===== src/rtl/traffic_light_multi.sv =====
// rtl/traffic_light_multi.sv - N-way round-robin traffic-light controller with pass-request shortening and flash mode
module traffic_light_multi #(
  parameter int N_WAY     = 2,
  parameter int CNT_W     = 8,
  parameter int T_GREEN   = 60,
  parameter int T_YELLOW  = 5,
  parameter int T_RED_CLR = 2,
  parameter int T_PASS    = 10,
  parameter int T_FLASH   = 4,
  parameter int IDX_W     = $clog2(N_WAY)
) (
  input  logic             clk,
  input  logic             rst,
  input  logic             en,
  input  logic             flash_mode,
  input  logic [N_WAY-1:0] pass_request,
  output logic [N_WAY-1:0] red,
  output logic [N_WAY-1:0] yellow,
  output logic [N_WAY-1:0] green,
  output logic [IDX_W-1:0] active_way,
  output logic [CNT_W-1:0] clock,
  output logic             phase_done
);

  typedef enum logic [1:0] {
    ST_ALLRED = 2'd0,
    ST_GREEN  = 2'd1,
    ST_YELLOW = 2'd2,
    ST_FLASH  = 2'd3
  } state_t;

  // Flash counter spans a full lit+dark blink period, so it needs one bit more than the phase counter.
  localparam int FC_W = CNT_W + 1;

  localparam logic [CNT_W-1:0] LD_GREEN  = CNT_W'(T_GREEN);
  localparam logic [CNT_W-1:0] LD_YELLOW = CNT_W'(T_YELLOW);
  localparam logic [CNT_W-1:0] LD_RED    = CNT_W'(T_RED_CLR);
  localparam logic [CNT_W-1:0] LD_PASS   = CNT_W'(T_PASS);
  localparam logic [CNT_W-1:0] CNT_ONE   = CNT_W'(1);
  localparam logic [IDX_W-1:0] LAST_WAY  = IDX_W'(N_WAY - 1);
  localparam logic [FC_W-1:0]  FC_LAST   = FC_W'(2 * T_FLASH - 1);
  localparam logic [FC_W-1:0]  FC_LIT    = FC_W'(T_FLASH);
  localparam logic [N_WAY-1:0] ALL_ON    = '1;
  localparam logic [N_WAY-1:0] ONE_HOT0  = N_WAY'(1);

  state_t           state_q;
  state_t           state_d;
  logic [CNT_W-1:0] clock_d;
  logic [IDX_W-1:0] way_d;
  logic [IDX_W-1:0] way_inc;
  logic [FC_W-1:0]  flash_cnt_q;
  logic [FC_W-1:0]  flash_cnt_d;
  logic [N_WAY-1:0] req_pend_q;
  logic [N_WAY-1:0] req_pend_d;
  logic [N_WAY-1:0] req_seen;
  logic [N_WAY-1:0] way_mask;
  logic [N_WAY-1:0] way_mask_d;
  logic [N_WAY-1:0] red_d;
  logic [N_WAY-1:0] yellow_d;
  logic [N_WAY-1:0] green_d;
  logic             last_cycle;
  logic             shorten;
  logic             entering_green;

  // Requests arriving this cycle count immediately, so a pulse shortens green on the very next edge.
  assign req_seen   = req_pend_q | pass_request;
  assign way_mask   = ONE_HOT0 << active_way;
  assign way_inc    = (active_way == LAST_WAY) ? '0 : active_way + IDX_W'(1);
  assign last_cycle = (clock <= CNT_ONE);
  assign shorten    = (state_q == ST_GREEN) && (|(req_seen & ~way_mask)) && (clock > LD_PASS);

  // State register: FSM state, countdown, active way, lamps, pending requests and blink counter.
  always_ff @(posedge clk) begin
    if (rst) begin
      state_q     <= ST_ALLRED;
      clock       <= LD_RED;
      active_way  <= LAST_WAY;
      flash_cnt_q <= '0;
      req_pend_q  <= '0;
      red         <= ALL_ON;
      yellow      <= '0;
      green       <= '0;
    end else begin
      state_q     <= state_d;
      clock       <= clock_d;
      active_way  <= way_d;
      flash_cnt_q <= flash_cnt_d;
      req_pend_q  <= req_pend_d;
      red         <= red_d;
      yellow      <= yellow_d;
      green       <= green_d;
    end
  end

  // Next-state logic: flash overrides everything, leaving flash goes to clearance, en=0 freezes.
  always_comb begin
    state_d     = state_q;
    clock_d     = clock;
    way_d       = active_way;
    flash_cnt_d = flash_cnt_q;
    if (flash_mode) begin
      state_d = ST_FLASH;
      clock_d = '0;
      if (state_q == ST_FLASH) begin
        flash_cnt_d = (flash_cnt_q == FC_LAST) ? '0 : flash_cnt_q + FC_W'(1);
      end else begin
        flash_cnt_d = '0;
      end
    end else if (state_q == ST_FLASH) begin
      state_d     = ST_ALLRED;
      clock_d     = LD_RED;
      flash_cnt_d = '0;
    end else if (en) begin
      if (last_cycle) begin
        case (state_q)
          ST_ALLRED: begin
            state_d = ST_GREEN;
            way_d   = way_inc;
            clock_d = LD_GREEN;
          end
          ST_GREEN: begin
            state_d = ST_YELLOW;
            clock_d = LD_YELLOW;
          end
          default: begin
            state_d = ST_ALLRED;
            clock_d = LD_RED;
          end
        endcase
      end else if (shorten) begin
        clock_d = LD_PASS;
      end else begin
        clock_d = clock - CNT_ONE;
      end
    end
  end

  // Pending requests latch in every mode; the way that just gained green drops its own request.
  always_comb begin
    entering_green = (state_d == ST_GREEN) && (state_q != ST_GREEN);
    way_mask_d     = ONE_HOT0 << way_d;
    req_pend_d     = req_seen;
    if (entering_green) begin
      req_pend_d = req_seen & ~way_mask_d;
    end
  end

  // Output logic: lamp pattern for the state being entered, plus the end-of-phase pulse.
  always_comb begin
    red_d    = '0;
    yellow_d = '0;
    green_d  = '0;
    case (state_d)
      ST_GREEN: begin
        green_d = way_mask_d;
        red_d   = ~way_mask_d;
      end
      ST_YELLOW: begin
        yellow_d = way_mask_d;
        red_d    = ~way_mask_d;
      end
      ST_FLASH: begin
        yellow_d = (flash_cnt_d < FC_LIT) ? ALL_ON : '0;
      end
      default: begin
        red_d = ALL_ON;
      end
    endcase
    phase_done = !rst && !flash_mode && en && (state_q != ST_FLASH) && last_cycle;
  end

endmodule


===== config.mk =====
export PLATFORM = sky130hd
export DESIGN_NAME = traffic_light_multi
export DESIGN_NICKNAME = d
export VERILOG_FILES = /design/src/rtl/traffic_light_multi.sv
export SDC_FILE = /design/constraint.sdc
export NUM_CORES = 1
export LEC_CHECK = 0
export CORE_MARGIN = 10
export CORE_UTILIZATION = 49
export CTS_CLUSTER_SIZE = 16
export DETAILED_ROUTE_END_ITERATION = 16
export PLACE_DENSITY = 0.85
export SLEW_MARGIN = 40
export SYNTH_ARGS = -nofsm -noshare
export SYNTH_HDL_FRONTEND = slang
export SYNTH_SLANG_ARGS = --single-unit

===== constraint.sdc =====
create_clock -name clk -period 2.2 [get_ports clk]
set_input_delay 0.44 -clock clk [delete_from_list [all_inputs] [get_ports clk]]
set_output_delay 0.44 -clock clk [all_outputs]
set_load 0.02 [all_outputs]

==> flow_results.xml <==
<?xml version="1.0" encoding="UTF-8"?>
<metrics>
  <group name="floorplanning">
    <metric name="initial_core_util" unit="%">50.3</metric>
    <metric name="rows" unit="">21</metric>
    <metric name="ioPinCount" unit="">22</metric>
    <metric name="fp.dieW" unit="um">78.3</metric>
    <metric name="die-height" unit="um">78.3</metric>
    <metric name="dieArea" unit="um^2">6130</metric>
    <metric name="core_area" unit="um^2">3310</metric>
  </group>
  <group name="clocking">
    <metric name="clock_latency_reported_for_the_late_side_of_the_worst_skew_pair" unit="ns">0.34</metric>
    <metric name="numClockSinks" unit="">28</metric>
    <metric name="cts_tree" unit="">built</metric>
    <metric name="ctsRootBufferMaster" unit="">sky130_fd_sc_hd__clkbuf_4</metric>
    <metric name="cts.clk_slew.worst_paths" unit="ns">0.17</metric>
    <metric name="cts.path.max_buffers" unit="">2</metric>
    <metric name="cts_inserted_buffers" unit="">3</metric>
    <metric name="htree_num_levels" unit="">1</metric>
  </group>
  <group name="outcome">
    <metric name="run_status" unit="">finished, violations left</metric>
    <metric name="failed_checks" unit="">negative setup slack</metric>
  </group>
  <group name="synthesis">
    <metric name="syn-num-nets" unit="">213</metric>
    <metric name="synth_edf_count" unit="">0</metric>
    <metric name="number_of_library_cell_types_mapped_by_synthesis" unit="">50</metric>
    <metric name="synth-seq-cells" unit="">28</metric>
    <metric name="netlist_instances" unit="">200</metric>
    <metric name="synth.most_common_cell" unit="">sky130_fd_sc_hd__dfxtp_1</metric>
    <metric name="synth-async-reset-ratio" unit="%">0</metric>
    <metric name="synth_common_cells" unit="">sky130_fd_sc_hd__dfxtp_1 (28), sky130_fd_sc_hd__nor2_1 (19), sky130_fd_sc_hd__a21oi_1 (17), sky130_fd_sc_hd__nand2_1 (13), sky130_fd_sc_hd__o21ai_0 (11)</metric>
    <metric name="synthDominantCellAreaShare" unit="%">33.6</metric>
    <metric name="synthFlopType" unit="">sky130_fd_sc_hd__dfxtp_1</metric>
    <metric name="post_synthesis_sequential_area_ratio" unit="%">33.6</metric>
    <metric name="area_contributors_post_synth" unit="">sky130_fd_sc_hd__dfxtp_1 (34%), sky130_fd_sc_hd__ha_1 (5.3%), sky130_fd_sc_hd__a21oi_1 (5.1%)</metric>
    <metric name="avgSynthCellArea" unit="um^2">8.33</metric>
    <metric name="yosys_top_cell_by_area" unit="">sky130_fd_sc_hd__dfxtp_1</metric>
    <metric name="ys.warnings.count" unit="">0</metric>
    <metric name="syn_area" unit="um^2">1670</metric>
  </group>
  <group name="global_route">
    <metric name="via_count_of_the_first_global_routing_pass" unit="">1570</metric>
    <metric name="grt_antenna_before_repair" unit="">0</metric>
    <metric name="gr-usage-all-layers" unit="%">14.2</metric>
    <metric name="largest_net_degree_at_the_start_of_global_routing" unit="">22</metric>
    <metric name="wire_length_of_the_first_global_routing_pass" unit="um">7380</metric>
    <metric name="gr-total-overflow" unit="">0</metric>
  </group>
  <group name="hold_path">
    <metric name="holdCritPathClass" unit="">reg2reg</metric>
  </group>
  <group name="pwr">
    <metric name="total_leakage_power" unit="nW">0.833</metric>
    <metric name="power.density" unit="nW/um^2">590</metric>
    <metric name="irDropWorstVdd" unit="uV">407</metric>
    <metric name="total_power" unit="mW">1.34</metric>
  </group>
  <group name="timing">
    <metric name="final_max_slew_viol_count" unit="">0</metric>
    <metric name="timing.final.crit_share" unit="%">104</metric>
    <metric name="hold_viol" unit="">0</metric>
    <metric name="worst_hold_slack" unit="ns">0.562</metric>
    <metric name="fmax" unit="MHz">438</metric>
    <metric name="setup_ws" unit="ns">-0.0841</metric>
    <metric name="finalWorstPathRequiredPeriod" unit="ns">2.28</metric>
    <metric name="fin_setup_tns" unit="ns">-0.314</metric>
    <metric name="report.final.setup_viol" unit="">4</metric>
    <metric name="grt_setup_unrepaired" unit="">true</metric>
    <metric name="timing.slew.headroom" unit="%">67.7</metric>
    <metric name="final.setup_skew" unit="ns">0.00965</metric>
    <metric name="worst_slew_pin_slew" unit="ns">0.481</metric>
  </group>
  <group name="worst_setup_path">
    <metric name="worst_path_arrival" unit="ns">2.54</metric>
    <metric name="critical_path.endpoint_type" unit="">register</metric>
    <metric name="worstSetupPathType" unit="">reg2reg</metric>
    <metric name="cp_data_required_time" unit="ns">2.46</metric>
    <metric name="path_max_fanout" unit="">4</metric>
    <metric name="type_of_origin_of_the_critical_path" unit="">register</metric>
  </group>
  <group name="cells_and_area">
    <metric name="utilization" unit="%">68.5</metric>
    <metric name="num-nets-final" unit="">265</metric>
    <metric name="num_antenna_cells" unit="">0</metric>
    <metric name="flow.area_growth_from_synthesis" unit="%">36.0</metric>
    <metric name="fillCellCount" unit="">273</metric>
    <metric name="drive_gt1_share" unit="%">23.9</metric>
  </group>
  <group name="detailed_routing">
    <metric name="route.detailed.drc" unit="">0</metric>
    <metric name="firstDrtPassIters" unit="">4</metric>
    <metric name="dr.first_iter.drc_count" unit="">133</metric>
    <metric name="detail-route-antenna-nets" unit="">0</metric>
    <metric name="detail_route.vias_per_cell" unit="">5.80</metric>
    <metric name="total_vias_in_the_final_route" unit="">1722</metric>
    <metric name="routedWlPerCell" unit="um">15.3</metric>
    <metric name="drt-total-wl" unit="um">4550</metric>
  </group>
  <group name="placed_design">
    <metric name="routabilityCongestion" unit="">0.899</metric>
    <metric name="port-buffer-count" unit="">21</metric>
    <metric name="hpwl" unit="um">3310</metric>
  </group>
  <group name="flow_run">
    <metric name="drv_cap" unit="">0</metric>
  </group>
</metrics>
## registers in the layout, indices dropped and copies added, names as in the netlist
name	count
flash_cnt_q	9
red	2
state_q	2
green	2
req_pend_q	2
yellow	2
active_way	1
clock	8
## worst paths after layout
check / start / endpoint / slack [ns] / depth (start not counted)
setup / recovery: clock[7] / req_pend_q[1] / -0.08 / 10
setup reg to reg: clock[7] / req_pend_q[1] / -0.08 / 10
hold reg to reg: flash_cnt_q[5] / flash_cnt_q[5] / 0.56 / 2
hold / removal: flash_cnt_q[5] / flash_cnt_q[5] / 0.56 / 2
## cells by family after synthesis
family | count (synthesis) | synth area share, %
DFF | 28 | 33.6
adders and majority gates | 7 | 5.26
AOI/OAI and AO/OA | 61 | 26.1
and+or+nand+nor | 81 | 27.3
muxes | 2 | 1.20
buffers and inverters | 16 | 3.83
xor gates and xnor gates | 5 | 2.63
## final cells by class
cell class                 count  area (um^2)  area share [%]
sequential                    28          569            25.1
clock buffer                   4         47.5            2.10
timing repair buffer          56          470            20.8
inverter                       7         26.3            1.16
tap                           46         57.6            2.54
multi-input combinational    156         1100            48.3
## worst max-delay path: stages (launching register included)
cell	delay, ns
sky130_fd_sc_hd__dfxtp_4	0.38
sky130_fd_sc_hd__nor4_4	0.38
sky130_fd_sc_hd__o2111ai_4	0.20
sky130_fd_sc_hd__xor2_1	0.19
sky130_fd_sc_hd__o21ba_2	0.18
sky130_fd_sc_hd__inv_2	0.05
sky130_fd_sc_hd__buf_4	0.12
sky130_fd_sc_hd__buf_4	0.12
sky130_fd_sc_hd__buf_4	0.13
sky130_fd_sc_hd__ha_4	0.16
sky130_fd_sc_hd__a311oi_1	0.29
## where the power goes
| part | switching [mW] | internal (mW) | leakage [nW] |
|---|---|---|---|
| clock | 0.167 | 0.139 | 0.0261 |
| sequential | 0.0276 | 0.541 | 0.231 |
| combinational | 0.236 | 0.228 | 0.576 |
## stage by stage
stage / instance area (um^2) / setup slack (ns) / std cells
final: 2270 / -0.0841 / 297
after global routing: 2270 / -0.203 / 297
after CTS: 2220 / -0.0384 / 294
after detailed placement: 2160 / -0.304 / 288
after global placement: 2160 / -0.268 / 288
after floorplan: 1700 / -0.0234 / 200
## cells in the final DEF (no fill, tap or decap), types with 2 or more instances in the layout
master / n
sky130_fd_sc_hd__dfxtp_2: 4
sky130_fd_sc_hd__inv_2: 2
sky130_fd_sc_hd__and4_1: 2
sky130_fd_sc_hd__o21ai_0: 10
sky130_fd_sc_hd__ha_1: 4
sky130_fd_sc_hd__nor3_1: 8
sky130_fd_sc_hd__a221oi_1: 3
sky130_fd_sc_hd__or3_1: 3
sky130_fd_sc_hd__o2bb2ai_1: 2
sky130_fd_sc_hd__or4_1: 4
sky130_fd_sc_hd__a311oi_1: 3
sky130_fd_sc_hd__a21oi_1: 17
sky130_fd_sc_hd__clkdlybuf4s50_1: 20
sky130_fd_sc_hd__and2_1: 2
sky130_fd_sc_hd__mux2i_1: 2
sky130_fd_sc_hd__nor2_1: 19
sky130_fd_sc_hd__buf_4: 36
sky130_fd_sc_hd__clkbuf_4: 3
sky130_fd_sc_hd__xor2_1: 3
sky130_fd_sc_hd__a22oi_1: 2
sky130_fd_sc_hd__nor2b_1: 7
sky130_fd_sc_hd__nand2b_1: 4
sky130_fd_sc_hd__a31oi_1: 6
sky130_fd_sc_hd__dfxtp_1: 23
sky130_fd_sc_hd__nor4_4: 2
sky130_fd_sc_hd__xnor2_1: 2
sky130_fd_sc_hd__nor4_1: 2
sky130_fd_sc_hd__inv_1: 5
sky130_fd_sc_hd__nand2_1: 13
sky130_fd_sc_hd__ha_4: 2
sky130_fd_sc_hd__nand3_1: 8
## what timing repair did
| action | in CTS | in global routing |
|---|---|---|
| resized for setup | 4 | 6 |
| pin swaps | 5 | 3 |
| setup endpoints to repair | 3 | 8 |
| setup buffers | 2 | 3 |
| hold buffers | 0 | 0 |
## layer usage
| metal | vias up | GRT usage [%] | part of all wire (%) |
|---|---|---|---|
| met5 | - | 0 | 0 |
| met4 | 0 | 4.48 | 2.1 |
| met3 | 10 | 2.85 | 5.4 |
| met2 | 47 | 24.4 | 49 |
| met1 | 813 | 17.2 | 44 |
| li1 | 852 | - | - |
Power figures use the tool's default switching activity.
